### config.mk
export PLATFORM = sky130hd
export DESIGN_NAME = seg7_id_decoder_flat
export DESIGN_NICKNAME = d
export VERILOG_FILES = /design/src/rtl/seg7_pkg.sv /design/src/rtl/seg7_id_decoder_if.sv /design/src/rtl/seg7_stable_filter.sv /design/src/rtl/seg7_id_decoder.sv /design/src/flat_wrapper.sv
export SDC_FILE = /design/constraint.sdc
export NUM_CORES = 1
export LEC_CHECK = 0
export CAP_MARGIN = 20
export CORE_ASPECT_RATIO = 1.1
export CORE_MARGIN = 5
export CORE_UTILIZATION = 51
export DETAILED_ROUTE_END_ITERATION = 6
export PLACE_DENSITY = 0.7
export SYNTH_ARGS = -nofsm -noshare
export SYNTH_HDL_FRONTEND = slang
export SYNTH_HIERARCHICAL = 1
export SYNTH_SLANG_ARGS = --single-unit
export TNS_END_PERCENT = 30
### constraint.sdc
create_clock -name clk -period 4.3 [get_ports clk]
set_input_delay 1.29 -clock clk [delete_from_list [all_inputs] [get_ports clk]]
set_output_delay 1.29 -clock clk [all_outputs]
set_load 0.02 [all_outputs]
### src/rtl/seg7_pkg.sv
// rtl/seg7_pkg.sv - shared 7-segment constants, decode helpers and tracker states
// Purpose : segment patterns (abcdefg, active-high, bit6 = a), seg_to_bcd decode,
//           ID nibble selection and tracker state encoding.
// Ports   : none (package).
package seg7_pkg;

  localparam logic [6:0] SEG_0     = 7'b1111110;
  localparam logic [6:0] SEG_1     = 7'b0110000;
  localparam logic [6:0] SEG_2     = 7'b1101101;
  localparam logic [6:0] SEG_3     = 7'b1111001;
  localparam logic [6:0] SEG_4     = 7'b0110011;
  localparam logic [6:0] SEG_5     = 7'b1011011;
  localparam logic [6:0] SEG_6     = 7'b1011111;
  localparam logic [6:0] SEG_7     = 7'b1110000;
  localparam logic [6:0] SEG_8     = 7'b1111111;
  localparam logic [6:0] SEG_9     = 7'b1111011;
  localparam logic [6:0] SEG_BLANK = 7'b0000000;

  typedef enum logic {
    ST_HUNT  = 1'b0,
    ST_TRACK = 1'b1
  } trk_state_t;

  // Returns {valid, bcd}; valid is 0 for blank and for any non-digit pattern.
  function automatic logic [4:0] seg_to_bcd(input logic [6:0] seg);
    logic [4:0] r;
    case (seg)
      SEG_0:   r = {1'b1, 4'd0};
      SEG_1:   r = {1'b1, 4'd1};
      SEG_2:   r = {1'b1, 4'd2};
      SEG_3:   r = {1'b1, 4'd3};
      SEG_4:   r = {1'b1, 4'd4};
      SEG_5:   r = {1'b1, 4'd5};
      SEG_6:   r = {1'b1, 4'd6};
      SEG_7:   r = {1'b1, 4'd7};
      SEG_8:   r = {1'b1, 4'd8};
      SEG_9:   r = {1'b1, 4'd9};
      default: r = 5'd0;
    endcase
    return r;
  endfunction

  // Nibble idx of the ID, counting from the first digit in [31:28].
  function automatic logic [3:0] id_nibble(input logic [31:0] id, input logic [2:0] idx);
    logic [31:0] sh;
    sh = id << {idx, 2'b00};
    return sh[31:28];
  endfunction

endpackage

### src/rtl/seg7_id_decoder_if.sv
// rtl/seg7_id_decoder_if.sv - segment input and decoded-ID output bundle
// Purpose : groups the pattern input and all decoder outputs.
// Ports   : seg_in (7), digit (4), digit_valid, bad_seg, match_idx (3), frame_ok, locked.
//           master = pattern source / observer, slave = decoder.
interface seg7_id_decoder_if;
  logic [6:0] seg_in;
  logic [3:0] digit;
  logic       digit_valid;
  logic       bad_seg;
  logic [2:0] match_idx;
  logic       frame_ok;
  logic       locked;

  modport master (
    output seg_in,
    input  digit, digit_valid, bad_seg, match_idx, frame_ok, locked
  );

  modport slave (
    input  seg_in,
    output digit, digit_valid, bad_seg, match_idx, frame_ok, locked
  );
endinterface

### src/rtl/seg7_stable_filter.sv
// rtl/seg7_stable_filter.sv - synchronizer, debounce counter and new-pattern accept strobe
// Purpose : accepts a pattern once it has held STABLE_CYCLES synchronized cycles
//           and differs from the previously accepted pattern.
// Ports   : clk, rst_n (async low), i_seg (7, async), o_accept (comb strobe),
//           o_pattern (7, synchronized stable value).
module seg7_stable_filter #(
  parameter int STABLE_CYCLES = 25_000_000
) (
  input  logic       clk,
  input  logic       rst_n,
  input  logic [6:0] i_seg,
  output logic       o_accept,
  output logic [6:0] o_pattern
);
  import seg7_pkg::*;

  localparam int              CW      = $clog2(STABLE_CYCLES + 1);
  localparam logic [CW-1:0]   CNT_MAX = CW'(STABLE_CYCLES);

  logic [6:0]    r_sync1, r_sync2, r_hist, r_last;
  logic [CW-1:0] r_cnt;
  logic [CW-1:0] w_cnt_next;
  logic          w_changed;

  assign w_changed = (r_sync2 != r_hist);

  always_comb begin
    w_cnt_next = r_cnt;
    if (w_changed)
      w_cnt_next = '0;
    else if (r_cnt != CNT_MAX)
      w_cnt_next = r_cnt + 1'b1;
  end

  // Fires only on the step into saturation, so a held pattern strobes once.
  assign o_accept  = (w_cnt_next == CNT_MAX) && (r_cnt != CNT_MAX) && (r_sync2 != r_last);
  assign o_pattern = r_sync2;

  always_ff @(posedge clk or negedge rst_n) begin
    if (!rst_n) begin
      r_sync1 <= SEG_BLANK;
      r_sync2 <= SEG_BLANK;
      r_hist  <= SEG_BLANK;
      r_last  <= SEG_BLANK;
      r_cnt   <= '0;
    end else begin
      r_sync1 <= i_seg;
      r_sync2 <= r_sync1;
      r_hist  <= r_sync2;
      r_cnt   <= w_cnt_next;
      if (o_accept)
        r_last <= r_sync2;
    end
  end
endmodule

### src/rtl/seg7_id_decoder.sv
// rtl/seg7_id_decoder.sv - debounced 7-segment decode and 8-digit ID frame tracker
// Purpose : decodes each newly stable pattern to BCD and tracks it against ID_DIGITS.
// Ports   : clk, rst_n (async low), bus (slave): seg_in in; digit, digit_valid,
//           bad_seg, match_idx, frame_ok, locked out.
module seg7_id_decoder
  import seg7_pkg::*;
#(
  parameter int          STABLE_CYCLES = 25_000_000,
  parameter logic [31:0] ID_DIGITS     = 32'h1903_0419
) (
  input  logic              clk,
  input  logic              rst_n,
  seg7_id_decoder_if.slave  bus
);

  logic       w_accept;
  logic [6:0] w_pattern;
  logic [4:0] w_dec;
  logic [3:0] w_exp, w_first;

  trk_state_t r_state, n_state;
  logic [2:0] r_idx, n_idx;
  logic [3:0] r_digit, n_digit;
  logic       r_dv, n_dv, r_bad, n_bad, r_frame, n_frame, r_locked, n_locked;

  seg7_stable_filter #(.STABLE_CYCLES(STABLE_CYCLES)) u_filter (
    .clk       (clk),
    .rst_n     (rst_n),
    .i_seg     (bus.seg_in),
    .o_accept  (w_accept),
    .o_pattern (w_pattern)
  );

  assign w_dec   = seg_to_bcd(w_pattern);
  assign w_exp   = id_nibble(ID_DIGITS, r_idx);
  assign w_first = id_nibble(ID_DIGITS, 3'd0);

  always_comb begin
    n_state  = r_state;
    n_idx    = r_idx;
    n_digit  = r_digit;
    n_locked = r_locked;
    n_dv     = 1'b0;
    n_bad    = 1'b0;
    n_frame  = 1'b0;
    if (w_accept && (w_pattern != SEG_BLANK)) begin
      if (w_dec[4]) begin
        n_digit = w_dec[3:0];
        n_dv    = 1'b1;
        if (w_dec[3:0] == w_exp) begin
          // 3-bit index wraps 7 -> 0 on a completed frame.
          n_idx   = r_idx + 3'd1;
          n_state = ST_TRACK;
          if (r_idx == 3'd7) begin
            n_frame  = 1'b1;
            n_locked = 1'b1;
          end
        end else begin
          // Single-step restart: the mismatching digit may itself start a frame.
          n_locked = 1'b0;
          if (w_dec[3:0] == w_first) begin
            n_idx   = 3'd1;
            n_state = ST_TRACK;
          end else begin
            n_idx   = 3'd0;
            n_state = ST_HUNT;
          end
        end
      end else begin
        n_bad    = 1'b1;
        n_idx    = 3'd0;
        n_state  = ST_HUNT;
        n_locked = 1'b0;
      end
    end
  end

  always_ff @(posedge clk or negedge rst_n) begin
    if (!rst_n) begin
      r_state  <= ST_HUNT;
      r_idx    <= 3'd0;
      r_digit  <= 4'd0;
      r_dv     <= 1'b0;
      r_bad    <= 1'b0;
      r_frame  <= 1'b0;
      r_locked <= 1'b0;
    end else begin
      r_state  <= n_state;
      r_idx    <= n_idx;
      r_digit  <= n_digit;
      r_dv     <= n_dv;
      r_bad    <= n_bad;
      r_frame  <= n_frame;
      r_locked <= n_locked;
    end
  end

  assign bus.digit       = r_digit;
  assign bus.digit_valid = r_dv;
  assign bus.bad_seg     = r_bad;
  assign bus.match_idx   = r_idx;
  assign bus.frame_ok    = r_frame;
  assign bus.locked      = r_locked;
endmodule
### src/flat_wrapper.sv
// flat-port wrapper written by rule: the top's interface ports become plain ports
module seg7_id_decoder_flat import seg7_pkg::*;
#(
  parameter int          STABLE_CYCLES = 25_000_000,
  parameter logic [31:0] ID_DIGITS     = 32'h1903_0419
)
  (clk, rst_n, bus_seg_in, bus_digit, bus_digit_valid, bus_bad_seg, bus_match_idx, bus_frame_ok, bus_locked);
  seg7_id_decoder_if bus_i ();
  input  logic clk;
  input  logic rst_n;
  input wire logic [$bits(bus_i.seg_in)-1:0] bus_seg_in;
  output wire logic [$bits(bus_i.digit)-1:0] bus_digit;
  output wire logic [$bits(bus_i.digit_valid)-1:0] bus_digit_valid;
  output wire logic [$bits(bus_i.bad_seg)-1:0] bus_bad_seg;
  output wire logic [$bits(bus_i.match_idx)-1:0] bus_match_idx;
  output wire logic [$bits(bus_i.frame_ok)-1:0] bus_frame_ok;
  output wire logic [$bits(bus_i.locked)-1:0] bus_locked;
  assign bus_i.seg_in = bus_seg_in;
  assign bus_digit = bus_i.digit;
  assign bus_digit_valid = bus_i.digit_valid;
  assign bus_bad_seg = bus_i.bad_seg;
  assign bus_match_idx = bus_i.match_idx;
  assign bus_frame_ok = bus_i.frame_ok;
  assign bus_locked = bus_i.locked;
  seg7_id_decoder #(.STABLE_CYCLES(STABLE_CYCLES), .ID_DIGITS(ID_DIGITS)) u_core (.clk(clk), .rst_n(rst_n), .bus(bus_i));
endmodule
==> impl_metrics.py, run 1 <==
metrics = {
    "status": {
        "status": "completed",
    },
    "grt": {
        "grt_max_degree": 28,
        "grt_pass1_wl_microns": 12000,
        "grt_use_total": 0.183,
        "antenna_found_initial": 0,
        "grt_pass1_vias": 2529,
        "gr-total-overflow": 0,
    },
    "die": {
        "pin_count": 20,
        "fp.dieH_microns": 96.2,
        "num_rows": 31,
        "core_region_area_sq_um": 6590,
        "fp.dieArea_sq_um": 8500,
        "dieWidth_microns": 88.3,
        "initial_core_util": 0.522,
    },
    "route": {
        "dr_total_vias": 2480,
        "drt_wl_total_microns": 6770,
        "drtAntennaViolNets": 0,
        "dr.pass1.iters": 4,
        "dr.first_iter.drc_count": 168,
        "viasPerCell": 5.66,
        "drc": 0,
        "wire_per_inst_microns": 15.4,
    },
    "timing": {
        "tightest_slew_ns": 0.681,
        "max_freq_mhz": 267,
        "tns_ns": 0,
        "finalCritPeriodShare": 0.870,
        "rsz0062_at_grt": "false",
        "final.min_clock_period_ns": 3.74,
        "setup_viol": 0,
        "hold_viol": 0,
        "slew_headroom": 0.542,
        "drv_slew": 0,
        "skew_ns": 0.0133,
    },
    "clocking": {
        "ctsHoldBuffers": 0,
        "clock_sinks": 64,
        "cts-root-buf": "clkbuf_8",
        "h-tree-depth": 3,
        "cts_buffers": 9,
        "clock_latency_ns": 0.34,
        "cts_tree": "done",
        "cts_resized": 0,
        "clk_pin_slew_ns": 0.08,
        "post_cts_buffers": 0,
        "clock_path_buffers": 2,
    },
    "logic_synthesis": {
        "synth-seq-area-share": 0.465,
        "synth-seq-cells": 64,
        "avgSynthCellArea_sq_um": 10.4,
        "syn_inst": 330,
        "synthFlopType": "dfrtp_1",
        "synth_fp_nets": 346,
        "yosysTopAreaCellShare": 0.465,
        "ys.warnings.count": 6,
        "synth_edf_count": 0,
        "yosysTopAreaCell": "dfrtp_1",
        "ys_top_cells_by_area": "dfrtp_1, xor2_1, xnor2_1",
        "netlist_area_sq_um": 3440,
        "synthDistinctLibCells": 58,
        "async_reset_ff_frac": 1.00,
    },
    "layout": {
        "num-fill-cells": 583,
        "antennaDiodeCount": 0,
        "synthToLayoutAreaGrowth_pct": 13.8,
        "multiInputGateArea_sq_um": 1730,
        "regArea_sq_um": 1600,
        "fin_cells": 438,
        "final_common_cell": "dfrtp_1",
        "final_nets": 367,
        "layout_common_cells": "dfrtp_1, nor2_1, xor2_1",
        "post-route-cell-area_sq_um": 3920,
        "drive_above_1_share": 0.140,
    },
    "placement": {
        "gp_congestion": 0.859,
        "io_buffer_count": 19,
        "dp.cells": 422,
        "placed_cell_area_sq_um": 3690,
        "dp_hpwl_microns": 4890,
    },
    "critical_path": {
        "r2r_cells": 10,
        "path_cells": "xor2_1 -> nor4_1 -> nand4_2 -> or4b_2 -> nor3_1 -> nand3_1 -> a211oi_1 -> o41ai_4 -> a21oi_4 -> mux2_2",
        "endpoint_kind": "flop",
        "worst-endpoint-required_ns": 4.53,
        "arrival_ns": 3.97,
        "slowest_delay_ns": 0.67,
        "worstPathMaxFanout": 15,
        "worstSetupPathType": "reg -> reg",
        "crit_path_top_delay_cell": "or4b_2",
        "critPathLaunchType": "flop",
    },
    "run": {
        "drv_cap": 0,
    },
    "pwr": {
        "ir_worst_vdd_uv": 241,
        "p_per_area_nw_per_um2": 321,
        "power_mw": 1.26,
        "p_leak_nw": 1.59,
    },
    "worst_hold_path": {
        "hp-class": "reg -> reg",
        "min_path_cells": 0,
    },
}
-- through the flow --
| step | utilization | worst slack [ns] | hold slack, ns |
|---|---|---|---|
| 2_1_floorplan | - | 1.01 | 0.331 |
| 3_3_place_gp | 0.560 | 0.725 | 0.332 |
| 3_5_place_dp | 0.560 | 0.598 | 0.335 |
| 4_1_cts | 0.594 | 0.581 | 0.353 |
| 5_1_grt | 0.594 | 0.194 | 0.357 |
| 6_report | 0.594 | 0.560 | 0.352 |
-- worst max-delay path: cells and delay by family, from the launching register on --
kind             cells  cell delay, ns
AO/OA/AOI/OAI        3            1.03
flip-flops           1            0.56
multiplexers         1            0.36
XOR/XNOR             1            0.22
AND/OR/NAND/NOR      5            1.45
-- where the power goes --
group,total (mW),switching [mW],internal [mW]
sequential,0.625,0.0135,0.611
combinational,0.0493,0.0277,0.0216
clock,0.585,0.252,0.332
-- final cells by class --
| class | count | share of cell area |
|---|---|---|
| Clock buffer | 9 | 0.0316 |
| Clock inverter | 7 | 0.0262 |
| Inverter | 10 | 0.00958 |
| Multi-Input combinational cell | 242 | 0.441 |
| Sequential cell | 64 | 0.409 |
| Tap cell | 82 | 0.0262 |
| Timing Repair Buffer | 24 | 0.0568 |
-- routing by layer --
layer / track usage / up-vias / share of wire
li1: - / 1211 / -
met1: 0.250 / 1221 / 0.47
met2: 0.284 / 42 / 0.47
met3: 0.0420 / 6 / 0.041
met4: 0.0693 / 0 / 0.011
met5: 0 / - / 0
-- path summary, 6_finish.rpt --
kind | from | to | slack [ns]
max | u_core/u_filter/o_pattern[1] | u_core/bus.digit[3] | 0.56
min | u_core/u_filter/r_sync1[2] | u_core/u_filter/o_pattern[2] | 0.35
max reg2reg | u_core/u_filter/o_pattern[1] | u_core/bus.digit[3] | 0.56
min reg2reg | u_core/u_filter/r_sync1[2] | u_core/u_filter/o_pattern[2] | 0.35
max in group asynchronous | rst_n | u_core/u_filter/o_pattern[3] | 2.76
min in group asynchronous | rst_n | u_core/u_filter/r_cnt[3] | 0.87
-- synthesized netlist by cell type (5+ instances only) --
cell type,count
dfrtp_1,64
nor2_1,29
xor2_1,23
xnor2_1,19
nand2_1,18
nand3_1,15
nor3_1,10
inv_1,9
a21oi_1,8
and3_1,8
mux2_2,8
ha_1,7
nand2b_1,7
nor2b_1,7
nor4_1,7
o21ai_0,7
buf_2,6
a31oi_1,5
clkbuf_1,5
nand4_1,5
-- cells by family (layout without fill, tap and decap cells) --
family,Yosys count,in the layout,share of synthesized area
buffers and inverters,24,50,0.0327
xor gates and xnor gates,42,42,0.107
adders and majority gates,7,7,0.0254
muxes,11,11,0.0349
AOI/OAI and AO/OA,38,38,0.0829
DFF,64,64,0.465
and+or+nand+nor,144,144,0.252
-- sequential cells by signal, summed over array words and instances (netlist names) --
register                   flops
u_core/bus.match_idx           3
u_core/bus.bad_seg             1
u_core/u_filter/o_pattern      7
u_core/u_filter/r_sync1        7
u_core/u_filter/r_cnt         25
u_core/bus.locked              1
u_core/u_filter/r_last         7
u_core/bus.digit_valid         1
u_core/u_filter/r_hist         7
u_core/bus.frame_ok            1
u_core/bus.digit               4
Power figures use the tool's default switching activity.
==> run 2, diff against run 1 <==
--- a/config.mk
+++ b/config.mk
@@ -10,6 +10,7 @@
 export CORE_MARGIN = 5
 export CORE_UTILIZATION = 51
 export DETAILED_ROUTE_END_ITERATION = 6
+export GPL_TIMING_DRIVEN = 0
 export PLACE_DENSITY = 0.7
 export SYNTH_ARGS = -nofsm -noshare
 export SYNTH_HDL_FRONTEND = slang
==> impl_metrics.py, run 2 (synthesis results as in run 1) <==
metrics = {
    "status": {
        "status": "completed",
    },
    "die": {
        "initial_core_util": 0.522,
        "fp.dieArea_sq_um": 8500,
        "fp.dieH_microns": 96.2,
        "core_region_area_sq_um": 6590,
        "dieWidth_microns": 88.3,
        "num_rows": 31,
        "pin_count": 20,
    },
    "timing": {
        "drv_slew": 0,
        "slew_headroom": 0.467,
        "tns_ns": 0,
        "finalCritPeriodShare": 0.929,
        "rsz0062_at_grt": "false",
        "final.min_clock_period_ns": 3.99,
        "skew_ns": 0.00773,
        "setup_viol": 0,
        "hold_viol": 0,
        "tightest_slew_ns": 0.800,
        "fin_hold_ws_ns": 0.352,
        "max_freq_mhz": 250,
    },
    "clocking": {
        "h-tree-depth": 3,
        "post_cts_buffers": 0,
        "cts_buffers": 9,
        "clock_sinks": 64,
        "ctsHoldBuffers": 0,
        "cts-root-buf": "clkbuf_8",
        "clk_pin_slew_ns": 0.08,
        "clock_latency_ns": 0.35,
        "clock_path_buffers": 2,
        "cts_tree": "done",
        "cts_resized": 0,
    },
    "layout": {
        "regArea_sq_um": 1600,
        "num-fill-cells": 592,
        "largest_reg_flops": 25,
        "final_nets": 376,
        "multiInputGateArea_sq_um": 1730,
        "antennaDiodeCount": 0,
        "layout_common_cells": "dfrtp_1, nor2_1, xor2_1",
        "synthToLayoutAreaGrowth_pct": 15.0,
        "drive_above_1_share": 0.148,
        "largest-register": "u_core/u_filter/r_cnt",
        "final_common_cell": "dfrtp_1",
        "post-route-util": 0.601,
        "fin_cells": 447,
    },
    "route": {
        "dr.pass1.iters": 4,
        "drt_wl_total_microns": 6950,
        "wire_per_inst_microns": 15.5,
        "dr_total_vias": 2599,
        "drc": 0,
        "drtAntennaViolNets": 0,
        "dr.first_iter.drc_count": 112,
        "viasPerCell": 5.81,
    },
    "grt": {
        "gr-total-overflow": 0,
        "grt_pass1_wl_microns": 11800,
        "grt_max_degree": 65,
        "groute.layer.met3.usage": 0.0497,
        "use_met1": 0.232,
        "antenna_found_initial": 0,
        "grt_use_total": 0.182,
        "top_usage_layer": "met2",
        "grt_pass1_vias": 2480,
        "globalRouteMet2Util": 0.282,
    },
    "critical_path": {
        "worstPathMaxFanout": 9,
        "path_delay_family": "simple AND/OR/NAND/NOR gates",
        "path_cells": "ha_1 -> nand2_1 -> nor4_1 -> nand2_1 -> xor2_1 -> nor4b_1 -> nand3_1 -> a211oi_1 -> o41ai_4 -> a21oi_4 -> mux2_2",
        "slowest_delay_ns": 0.62,
        "crit_path_top_delay_cell": "a211oi_1",
        "crit_top_cell": "nand2_1",
        "arrival_ns": 4.24,
        "endpoint_kind": "flop",
        "critPathLaunchType": "flop",
        "worst-endpoint-required_ns": 4.54,
        "cp_num_buf_inv": 0,
        "worstSetupPathType": "reg -> reg",
    },
    "worst_hold_path": {
        "hp-class": "reg -> reg",
    },
    "run": {
        "drv_cap": 0,
    },
    "placement": {
        "gp_congestion": 0.852,
        "dp_hpwl_microns": 4840,
        "io_buffer_count": 19,
        "dp.cells": 431,
    },
    "pwr": {
        "ir_worst_vdd_uv": 234,
        "p_per_area_nw_per_um2": 320,
        "p_leak_nw": 1.62,
    },
}
[run 2: changes by cell type in the layout (fill, tap and decap cells not counted), sizes merged]
| cell | delta |
|---|---|
| clkinv | -1 |
| buf | +4 |
| clkbuf | +5 |
| inv | +1 |
[run 2: routing by layer]
layer / vias up / wire [microns]
met2: 58 / 3310
met3: 15 / 291
met1: 1296 / 3160
li1: 1230 / -
met4: 0 / 187
met5: - / 0
[run 2: where the power goes]
| part | switching, mW | internal (mW) | total (mW) | leakage, nW |
|---|---|---|---|---|
| logic | 0.0333 | 0.0226 | 0.0559 | 0.665 |
| registers | 0.00829 | 0.611 | 0.620 | 0.846 |
| clock network | 0.260 | 0.333 | 0.593 | 0.111 |
[run 2: per-stage QoR]
| step | setup slack [ns] | power [mW] | cell area [sq um] |
|---|---|---|---|
| 2_1_floorplan | 1.01 | 0.662 | 3440 |
| 3_3_place_gp | -0.113 | 0.687 | 3740 |
| 3_5_place_dp | 0.356 | 0.689 | 3730 |
| 4_1_cts | 0.349 | 1.29 | 3960 |
| 5_1_grt | 0.0697 | 1.32 | 3960 |
| 6_report | 0.305 | 1.27 | 3960 |
[run 2: path summary, 6_finish.rpt]
kind	cells past startpoint	from	endpoint	slack [ns]
worst max-delay path	11	u_core/u_filter/r_cnt[1]	u_core/bus.digit[3]	0.31
worst min-delay path	0	u_core/u_filter/r_sync1[1]	u_core/u_filter/o_pattern[1]	0.35
worst max register to register	11	u_core/u_filter/r_cnt[1]	u_core/bus.digit[3]	0.31
worst min register to register	0	u_core/u_filter/r_sync1[1]	u_core/u_filter/o_pattern[1]	0.35
max in group asynchronous	1	rst_n	u_core/u_filter/r_last[4]	2.75
min in group asynchronous	1	rst_n	u_core/bus.match_idx[2]	1.02
[run 2: cell type report]
type                       count  share of cell area
buffer                        14              0.0190
clock buffer                   9              0.0313
clock inverter                 7              0.0259
inverter                      10             0.00948
multi-input combinational    242               0.437
sequential                    64               0.404
tap                           82              0.0259
timing repair buffer          19              0.0474
[run 2: worst reg2reg max path: cells and delay by family (launching register included)]
family / cells / cell delay (ns)
flip-flops: 1 / 0.44
multiplexers: 1 / 0.37
AO/OA/AOI/OAI: 3 / 1.24
adder cells (fa/ha/maj): 1 / 0.28
AND/OR/NAND/NOR: 5 / 1.38
XOR/XNOR: 1 / 0.19
